--- config.mk ---
export PLATFORM = sky130hd
export DESIGN_NAME = mac_sequencer
export DESIGN_NICKNAME = d
export VERILOG_FILES = /design/src/rtl/mac_sequencer_pkg.sv /design/src/rtl/mac_sequencer.sv
export SDC_FILE = /design/constraint.sdc
export NUM_CORES = 1
export LEC_CHECK = 0
export BUFFER_PORTS_ARGS = -buffer_cell sky130_fd_sc_hd__buf_2
export CAP_MARGIN = 0
export CORE_ASPECT_RATIO = 0.7
export CORE_MARGIN = 2
export CORE_UTILIZATION = 51
export DETAILED_ROUTE_END_ITERATION = 8
export PLACE_DENSITY = 0.83
export SYNTH_ARGS = -nofsm -noshare
export SYNTH_HDL_FRONTEND = slang
export SYNTH_SLANG_ARGS = --single-unit
--- constraint.sdc ---
create_clock -name clk -period 2.3 [get_ports clk]
set_input_delay 0.46 -clock clk [delete_from_list [all_inputs] [get_ports clk]]
set_output_delay 0.46 -clock clk [all_outputs]
set_load 0.01 [all_outputs]
--- src/rtl/mac_sequencer_pkg.sv ---
// Shared opcode constants and state encodings for the mac command sequencer.
package mac_sequencer_pkg;

  localparam int unsigned OPCODE_WIDTH = 4;

  // Opcodes understood by the mac unit; MAC_LSW doubles as the harmless idle opcode.
  localparam logic [OPCODE_WIDTH-1:0] MAC_RESET = 4'h1;
  localparam logic [OPCODE_WIDTH-1:0] MAC_REGA  = 4'h2;
  localparam logic [OPCODE_WIDTH-1:0] MAC_REGB  = 4'h3;
  localparam logic [OPCODE_WIDTH-1:0] MAC_MULT  = 4'h4;
  localparam logic [OPCODE_WIDTH-1:0] MAC_ACC   = 4'h5;
  localparam logic [OPCODE_WIDTH-1:0] MAC_MSW   = 4'h6;
  localparam logic [OPCODE_WIDTH-1:0] MAC_LSW   = 4'h7;

  typedef enum logic [3:0] {
    MSEQ_IDLE  = 4'd0,
    MSEQ_CLR   = 4'd1,
    MSEQ_FETCH = 4'd2,
    MSEQ_LDA   = 4'd3,
    MSEQ_LDB   = 4'd4,
    MSEQ_MUL   = 4'd5,
    MSEQ_ACC   = 4'd6,
    MSEQ_RDM   = 4'd7,
    MSEQ_WM    = 4'd8,
    MSEQ_RDL   = 4'd9,
    MSEQ_WL    = 4'd10,
    MSEQ_DONE  = 4'd11
  } mseq_state_e;

endpackage

--- src/rtl/mac_sequencer.sv ---
// Drives the mac unit through clear / load / multiply / accumulate for each operand
// pair, then reads the accumulator back and returns it on a valid/ready port.
module mac_sequencer
  import mac_sequencer_pkg::*;
#(
  parameter int unsigned DATA_WIDTH = 8,
  parameter int unsigned LEN_WIDTH  = 8,
  parameter int unsigned RD_LAT     = 1
) (
  input  logic                      clk,
  input  logic                      a_reset,
  input  logic                      start,
  input  logic [LEN_WIDTH-1:0]      length,
  output logic                      busy,
  input  logic                      in_valid,
  output logic                      in_ready,
  input  logic [DATA_WIDTH-1:0]     in_a,
  input  logic [DATA_WIDTH-1:0]     in_b,
  output logic [OPCODE_WIDTH-1:0]   mac_opcode,
  output logic [DATA_WIDTH-1:0]     mac_data_in,
  input  logic [DATA_WIDTH-1:0]     mac_data_out,
  input  logic                      mac_acc_overflow,
  output logic                      res_valid,
  input  logic                      res_ready,
  output logic [2*DATA_WIDTH-1:0]   result,
  output logic                      res_overflow
);

  localparam int unsigned WAIT_W = (RD_LAT > 1) ? $clog2(RD_LAT) : 1;

  mseq_state_e            state;
  logic [LEN_WIDTH-1:0]   pairs_left;
  logic [WAIT_W-1:0]      wait_cnt;
  logic [DATA_WIDTH-1:0]  b_hold;

  // Opcode/data are assigned for the state being entered, so they line up with it.
  always_ff @(posedge clk or posedge a_reset) begin
    if (a_reset) begin
      state        <= MSEQ_IDLE;
      pairs_left   <= '0;
      wait_cnt     <= '0;
      b_hold       <= '0;
      mac_opcode   <= MAC_LSW;
      mac_data_in  <= '0;
      in_ready     <= 1'b0;
      busy         <= 1'b0;
      res_valid    <= 1'b0;
      res_overflow <= 1'b0;
      result       <= '0;
    end else begin
      mac_opcode  <= MAC_LSW;
      mac_data_in <= '0;
      case (state)
        MSEQ_IDLE: begin
          if (start) begin
            state      <= MSEQ_CLR;
            pairs_left <= length;
            busy       <= 1'b1;
            mac_opcode <= MAC_RESET;
          end
        end
        MSEQ_CLR: begin
          if (pairs_left != '0) begin
            state    <= MSEQ_FETCH;
            in_ready <= 1'b1;
          end else begin
            state      <= MSEQ_RDM;
            mac_opcode <= MAC_MSW;
          end
        end
        MSEQ_FETCH: begin
          if (in_valid) begin
            state       <= MSEQ_LDA;
            in_ready    <= 1'b0;
            mac_opcode  <= MAC_REGA;
            mac_data_in <= in_a;
            b_hold      <= in_b;
          end
        end
        MSEQ_LDA: begin
          state       <= MSEQ_LDB;
          mac_opcode  <= MAC_REGB;
          mac_data_in <= b_hold;
        end
        MSEQ_LDB: begin
          state      <= MSEQ_MUL;
          mac_opcode <= MAC_MULT;
        end
        MSEQ_MUL: begin
          state      <= MSEQ_ACC;
          mac_opcode <= MAC_ACC;
        end
        MSEQ_ACC: begin
          pairs_left <= pairs_left - LEN_WIDTH'(1);
          if (pairs_left != LEN_WIDTH'(1)) begin
            state    <= MSEQ_FETCH;
            in_ready <= 1'b1;
          end else begin
            state      <= MSEQ_RDM;
            mac_opcode <= MAC_MSW;
          end
        end
        MSEQ_RDM: begin
          state    <= MSEQ_WM;
          wait_cnt <= WAIT_W'(RD_LAT - 1);
        end
        MSEQ_WM: begin
          if (wait_cnt == '0) begin
            result[2*DATA_WIDTH-1:DATA_WIDTH] <= mac_data_out;
            state      <= MSEQ_RDL;
            mac_opcode <= MAC_LSW;
          end else begin
            wait_cnt <= wait_cnt - WAIT_W'(1);
          end
        end
        MSEQ_RDL: begin
          state    <= MSEQ_WL;
          wait_cnt <= WAIT_W'(RD_LAT - 1);
        end
        MSEQ_WL: begin
          if (wait_cnt == '0) begin
            result[DATA_WIDTH-1:0] <= mac_data_out;
            res_overflow <= mac_acc_overflow;
            res_valid    <= 1'b1;
            state        <= MSEQ_DONE;
          end else begin
            wait_cnt <= wait_cnt - WAIT_W'(1);
          end
        end
        MSEQ_DONE: begin
          if (res_ready) begin
            res_valid <= 1'b0;
            busy      <= 1'b0;
            state     <= MSEQ_IDLE;
          end
        end
        default: begin
          state     <= MSEQ_IDLE;
          in_ready  <= 1'b0;
          busy      <= 1'b0;
          res_valid <= 1'b0;
        end
      endcase
    end
  end

endmodule

==> impl_results.md, run 1 <==
- Sw power: around 0.0014 W
- Detailed Route WL: 4.86 mm
- CTS tree: yes
- First-pass GRT wire length: about 8 mm
- Ant. Diodes: 0
- Post-synth EDFFs: 0
- Total congestion overflow: 0
- Post-CTS setup buffer count: 0
- Power density cells: 1300 nW/µm²
- Leak Pwr: around 1.3 nW
- IO Count: 70
- PostCTS Resize Cnt: 0
- Clk pwr share: 0.137
- Post-Syn Area: about 2400 µm²
- Run status: finished clean
- Clock Tree Buf Depth: 2
- Setup-failing EPs final: 0
- Non-filler cells, final: 322
- Initial antenna violation count: 0
- Design area: 2850 µm²
- Via/cell ratio: 5.60
- Synthesis-to-layout area growth: 20.3%
- Total GRT Usage: 0.196
- Crit share post-route: 0.830
- Final ANT Viol Nets: 0
- Via count: approximately 1800
- Max IR drop VDD: 0.000757 V
- Clock transition at the registers of the reported paths: 0.09 ns
- CP max FO: 20
- DRC viols: 0
- Synth cell types: 55
- # rows: 20
- Synthesized Nets: 239
- Hold Fails Final Rpt: 0
- Fillers: 371
- FF+latch area: between 1000 and 1500 µm²
- Layout net count: 307
- GPL Wtd Cong: 0.898
- Num Clock Sinks: 51
- RSZ-0062 raised after global routing: false
- Asr flop ratio synth: 1.00
- Max Fclk: 0.524 GHz
- Final setup TNS: 0 ns
- Place WS: 0.441 ns
- Crit path launch type: flip-flop
- Vias in the first global route: 1631
- Yosys reg bits: 51
- Placed instance count: 314
- Worst Hold Class: in2async
- WP data required: roughly 2.5 ns
- Die height: 61.0 µm
- Wire per inst: between 15 and 20 µm
- Number of port buffers: 68
- Cts hold-fix bufs: 0
- Crit path DAT: 2.10 ns
- Tmin final: 1.91 ns
- Synthesis warning total: 0
- Ys flop type: dfrtp_1
- Die span in x: around 85 µm
- Combinational share of power: 0.403
- Register area share after synthesis: 0.540
- Worst setup margin: 0.391 ns
- Worst skew pair latency: 0.31 ns
- DR pass1 iterations: 4
- Setup crit end kind: flip-flop
- DR iter-0 viols: between 100 and 150
- Clock skew: between 0.005 and 0.006 ns
- Clock Root Buffer: clkbuf_8
- Internal Power: 0.00232 W
- Worst-Margin Slew: around 0.62 ns
- Detail Placement HPWL: around 3.7 mm
- Starting Density: 0.538
- Flop pwr share: 0.460
- Post-Synthesis Cells: 198
- Max-slew headroom: 0.584
- Placed Instance Area: 2760 µm²
- Die ar.: 5220 µm²
- Layout cells sized above 1: 0.449
- Multi-input logic area: 1020 µm²
- Syn Area/Cell: 12.0 µm²
- Max-slew violations: 0
- H-tree levels: 2
- Critical path class: reg2reg
- # Max-Cap Violations: 0
- Core Area: 4400 µm²
- TritonCTS Buffers: 5
- Sw frac: 0.376
- R2r setup slk: 0.39 ns
- Largest net degree at the start of global routing: 32
[metal layers]
metal | vias to the layer above | share of wire | track usage
li1 | 856 | - | -
met1 | 873 | 0.45 | 0.274
met2 | 68 | 0.47 | 0.310
met3 | 7 | 0.067 | 0.0442
met4 | 0 | 0.013 | 0.0703
met5 | - | 0 | 0
[cell families after synthesis]
family	Yosys count	synth area share
buffers and inverters	17	0.0312
DFF	51	0.540
muxes	27	0.128
and+or+nand+nor	51	0.134
AOI/OAI and AO/OA	48	0.150
adders and majority gates	3	0.0158
other	1	0.00158
[final cells by class]
class | instances | share of cell area
clock buffer | 6 | 0.0254
clock inverter | 2 | 0.00614
inverter | 5 | 0.00658
multi-input combinational | 130 | 0.356
sequential | 51 | 0.449
tap | 55 | 0.0241
timing repair buffer | 73 | 0.133
[registers in the layout (all words and copies together) (netlist names), 3 cells and up]
name / count
b_hold: 8
mac_data_in: 8
mac_opcode: 3
pairs_left: 8
result: 16
state: 4
[path summary, 6_finish.rpt]
kind                            from             to  cells after the start
min                          a_reset   res_overflow                      2
min in group clk           length[5]  pairs_left[5]                      2
min reg2reg                     busy           busy                      2
max                         state[1]      b_hold[2]                      4
max in group asynchronous    a_reset      b_hold[7]                      3
max reg2reg                 state[1]      b_hold[2]                      4
[per-stage QoR]
stage,util,total power (W),hold WS [ns]
6_report,0.647,0.00372,0.220
5_1_grt,0.647,0.00398,0.282
4_1_cts,0.647,0.00375,0.241
3_5_place_dp,0.627,0.00323,0.478
3_3_place_gp,0.627,0.00317,0.478
2_1_floorplan,-,0.00272,0.462
[worst max-delay path, cell delays in order (launching register included)]
cell	delay, ns
dfrtp_1	0.69
nor2b_1	0.30
and3_1	0.23
buf_4	0.23
mux2_2	0.36
[cell usage in the layout (no fill, tap or decap), drive strengths merged, types with 6 or more instances in the layout]
cell type / instances
nand2: 9
o21ai: 9
a22o: 8
buf: 73
clkbuf: 6
a21oi: 9
dfrtp: 48
mux2: 26
nor2: 10
[power by group through the flow]
stage | combinational, W | clock, W | sequential, W
floorplan | 0.00103 | 0 | 0.00169
global placement | 0.00146 | 0 | 0.00170
detailed placement | 0.00151 | 0 | 0.00173
CTS | 0.00151 | 0.000532 | 0.00171
global route | 0.00165 | 0.000564 | 0.00177
finish | 0.00150 | 0.000511 | 0.00171
[synth_stat cells (all sizes together) (2+ instances only)]
| library cell | number | area share |
|---|---|---|
| a21oi | 9 | 0.019 |
| inv | 5 | 0.0079 |
| nand2 | 9 | 0.014 |
| a22o | 8 | 0.030 |
| dfrtp | 48 | 0.51 |
| nor2b | 2 | 0.0053 |
| o211ai | 2 | 0.0063 |
| or2 | 2 | 0.0053 |
| o21ai | 9 | 0.019 |
| or4 | 2 | 0.0079 |
| nand2b | 3 | 0.0079 |
| dfstp | 3 | 0.033 |
| and3 | 2 | 0.0053 |
| mux2 | 26 | 0.12 |
| buf | 7 | 0.015 |
| ha | 3 | 0.016 |
| nor3 | 3 | 0.0084 |
| and2b | 2 | 0.0069 |
| nand4bb | 2 | 0.016 |
| nor2 | 10 | 0.017 |
| nor4 | 2 | 0.0053 |
| a22oi | 2 | 0.0063 |
| o21a | 3 | 0.0095 |
| nand3 | 5 | 0.011 |
| a211oi | 2 | 0.0063 |
| clkbuf | 5 | 0.0079 |
| nand3b | 2 | 0.0063 |
No activity file was read; power rests on OpenSTA's default activity.
==> run 2, diff against run 1 <==
==> constraint.sdc (replaced) <==
create_clock -name clk -period 1.8 [get_ports clk]
set_input_delay 0.36 -clock clk [delete_from_list [all_inputs] [get_ports clk]]
set_output_delay 0.36 -clock clk [all_outputs]
set_load 0.01 [all_outputs]
==> run 2 against run 1 <==
  * Cell count rose by 2.8%
  * Via count rose by 0.44%
  * Largest cell class unchanged
  * Critical path depth did not move
  * Largest power group is now combinational logic
  * Setup slack got worse by 0.32 ns
  * Power rose by 33%
  * Critical endpoint is now in_ready
==> impl_results.md, run 2 (synthesis gave the netlist of run 1 again) <==
- Run status: finished clean (unchanged)
- Setup-failing EPs final: 0 (unchanged)
- Flop pwr share: 0.422 (was 0.460)
- Placed Instance Area: 2850 µm² (was 2760 µm²)
- WP data required: 1.99 ns (was 2.49 ns)
- Cts hold-fix bufs: 0 (unchanged)
- Setup crit end kind: flip-flop (unchanged)
- Fillers: 328 (was 371)
- DR pass1 iterations: 4 (unchanged)
- Clk pwr share: 0.135 (was 0.137)
- Detail Placement HPWL: 3.64 mm (was 3.70 mm)
- Crit path DAT: 1.92 ns (was 2.10 ns)
- Max Fclk: 0.580 GHz (was 0.524 GHz)
- Largest register by flop count: result (unchanged)
- Number of port buffers: 68 (unchanged)
- Most common cell after layout, fill and taps aside: buf_2 (unchanged)
- Die span in x: 85.5 µm (unchanged)
- Via/cell ratio: 5.47 (was 5.60)
- Total GRT Usage: 0.211 (was 0.196)
- Design area: 2950 µm² (was 2850 µm²)
- Max-slew violations: 0 (unchanged)
- Max reg flops: 16 (unchanged)
- Critical path class: reg2reg (unchanged)
- Most frequent cells in the layout: 68 x buf_2, 47 x dfrtp_1, 26 x mux2_2 (was 68 x buf_2, 48 x dfrtp_1, 26 x mux2_2)
- Final ANT Viol Nets: 0 (unchanged)
- Via count: 1812 (was 1804)
- Clock Root Buffer: clkbuf_8 (unchanged)
- Wire per inst: 15.0 µm (was 15.1 µm)
- Die ar.: 5220 µm² (unchanged)
- DR iter-0 viols: 135 (was 105)
- Sw power: 0.00185 W (was 0.00140 W)
- Hold Fails Final Rpt: 0 (unchanged)
- Crit path launch type: flip-flop (unchanged)
- Vias in the first global route: 1716 (was 1631)
- Sw frac: 0.373 (was 0.376)
- Max IR drop VDD: 0.00101 V (was 0.000757 V)
- # Max-Cap Violations: 0 (unchanged)
- GPL Wtd Cong: 0.909 (was 0.898)
- Final setup TNS: 0 ns (unchanged)
- Num Clock Sinks: 51 (unchanged)
- TritonCTS Buffers: 5 (unchanged)
- Clock transition at the registers of the reported paths: 0.09 ns (about the same)
- Total congestion overflow: 0 (unchanged)
- Layout cells sized above 1: 0.478 (was 0.449)
- Tot Pwr: 0.00495 W (was 0.00372 W)
- # rows: 20 (unchanged)
- Power density cells: 1680 nW/µm² (was 1300 nW/µm²)
- Internal Power: 0.00311 W (was 0.00232 W)
- Core Area: 4400 µm² (unchanged)
- Starting Density: 0.538 (unchanged)
- Combinational share of power: 0.443 (was 0.403)
- CP max FO: 6 (was 20)
- Synthesis-to-layout area growth: 24.6% (was 20.3%)
- IO Count: 70 (unchanged)
- Worst Hold Class: in2async (unchanged)
- RSZ-0062 raised after global routing: false (unchanged)
- Largest net degree at the start of global routing: 52 (was 32)
- DRC viols: 0 (unchanged)
- Clock Tree Buf Depth: 2 (unchanged)
- Die height: 61.0 µm (unchanged)
- H-tree levels: 2 (unchanged)
- Ant. Diodes: 0 (unchanged)
- Non-filler cells, final: 331 (was 322)
- Worst skew pair latency: 0.31 ns (about the same)
- Detailed Route WL: 4.97 mm (was 4.86 mm)
- Crit share post-route: 0.959 (was 0.830)
- Tmin final: 1.73 ns (was 1.91 ns)
- Leak Pwr: 1.39 nW (was 1.34 nW)
- Clock skew: 0.00520 ns (was 0.00509 ns)
- Placed instance count: 323 (was 314)
- Layout net count: 316 (was 307)
- First-pass GRT wire length: 8.28 mm (was 7.80 mm)
- CTS tree: yes (unchanged)
- Initial antenna violation count: 0 (unchanged)
- Post-CTS setup buffer count: 0 (unchanged)
-- run 2: cell type report --
cell class / instances / area [µm²] / area share
Timing Repair Buffer: 82 / 470 / 0.159
Tap cell: 55 / 68.8 / 0.0233
Clock buffer: 6 / 72.6 / 0.0246
Multi-Input combinational cell: 130 / 1020 / 0.347
Clock inverter: 2 / 17.5 / 0.00593
Inverter: 5 / 18.8 / 0.00636
Sequential cell: 51 / 1280 / 0.434
-- run 2: repair_timing --
item | in CTS | in global routing
resized for setup | 0 | 3
endpoints found under the hold margin | 0 | 0
setup endpoints to repair | 0 | 4
-- run 2: path summary, 6_finish.rpt --
path	slack [ns]	startpoint	cells after the start	to
setup / recovery	0.07	pairs_left[4]	4	in_ready
hold / removal	0.07	a_reset	3	result[12]
setup reg to reg	0.07	pairs_left[4]	4	in_ready
hold reg to reg	0.48	busy	2	busy
max in group asynchronous	1.44	a_reset	3	mac_opcode[0]
min in group clk	0.26	length[3]	3	pairs_left[3]
-- run 2: per-layer routing --
metal	vias up	track usage	wire, µm
met5	-	0	0
met4	0	0.0975	75
met3	8	0.0496	332
met2	64	0.337	2330
met1	862	0.283	2240
li1	878	-	-
-- run 2: through the flow --
| stage | setup WS [ns] | util | hold slack, ns |
|---|---|---|---|
| detailed placement | 0.0659 | 0.648 | 0.425 |
| global route | 0.0371 | 0.670 | 0.0945 |
| global placement | 0.121 | 0.648 | 0.421 |
| finish | 0.0745 | 0.670 | 0.0718 |
| CTS | 0.0601 | 0.668 | 0.0880 |
| floorplan | 0.126 | - | 0.462 |
-- run 2: critical path, stage by stage, from the launching register on --
cell and delay (ns):
dfrtp_1 0.44, or4_4 0.52, a2111oi_4 0.41, and2b_1 0.17, o31ai_1 0.07
-- run 2: power groups by stage --
stage               Combinational, W  Sequential, W  Clock [W]
floorplan                    0.00131        0.00216          0
global placement             0.00214        0.00207          0
detailed placement           0.00219        0.00210          0
CTS                          0.00220        0.00208   0.000675
global route                 0.00242        0.00217   0.000733
finish                       0.00220        0.00209   0.000667
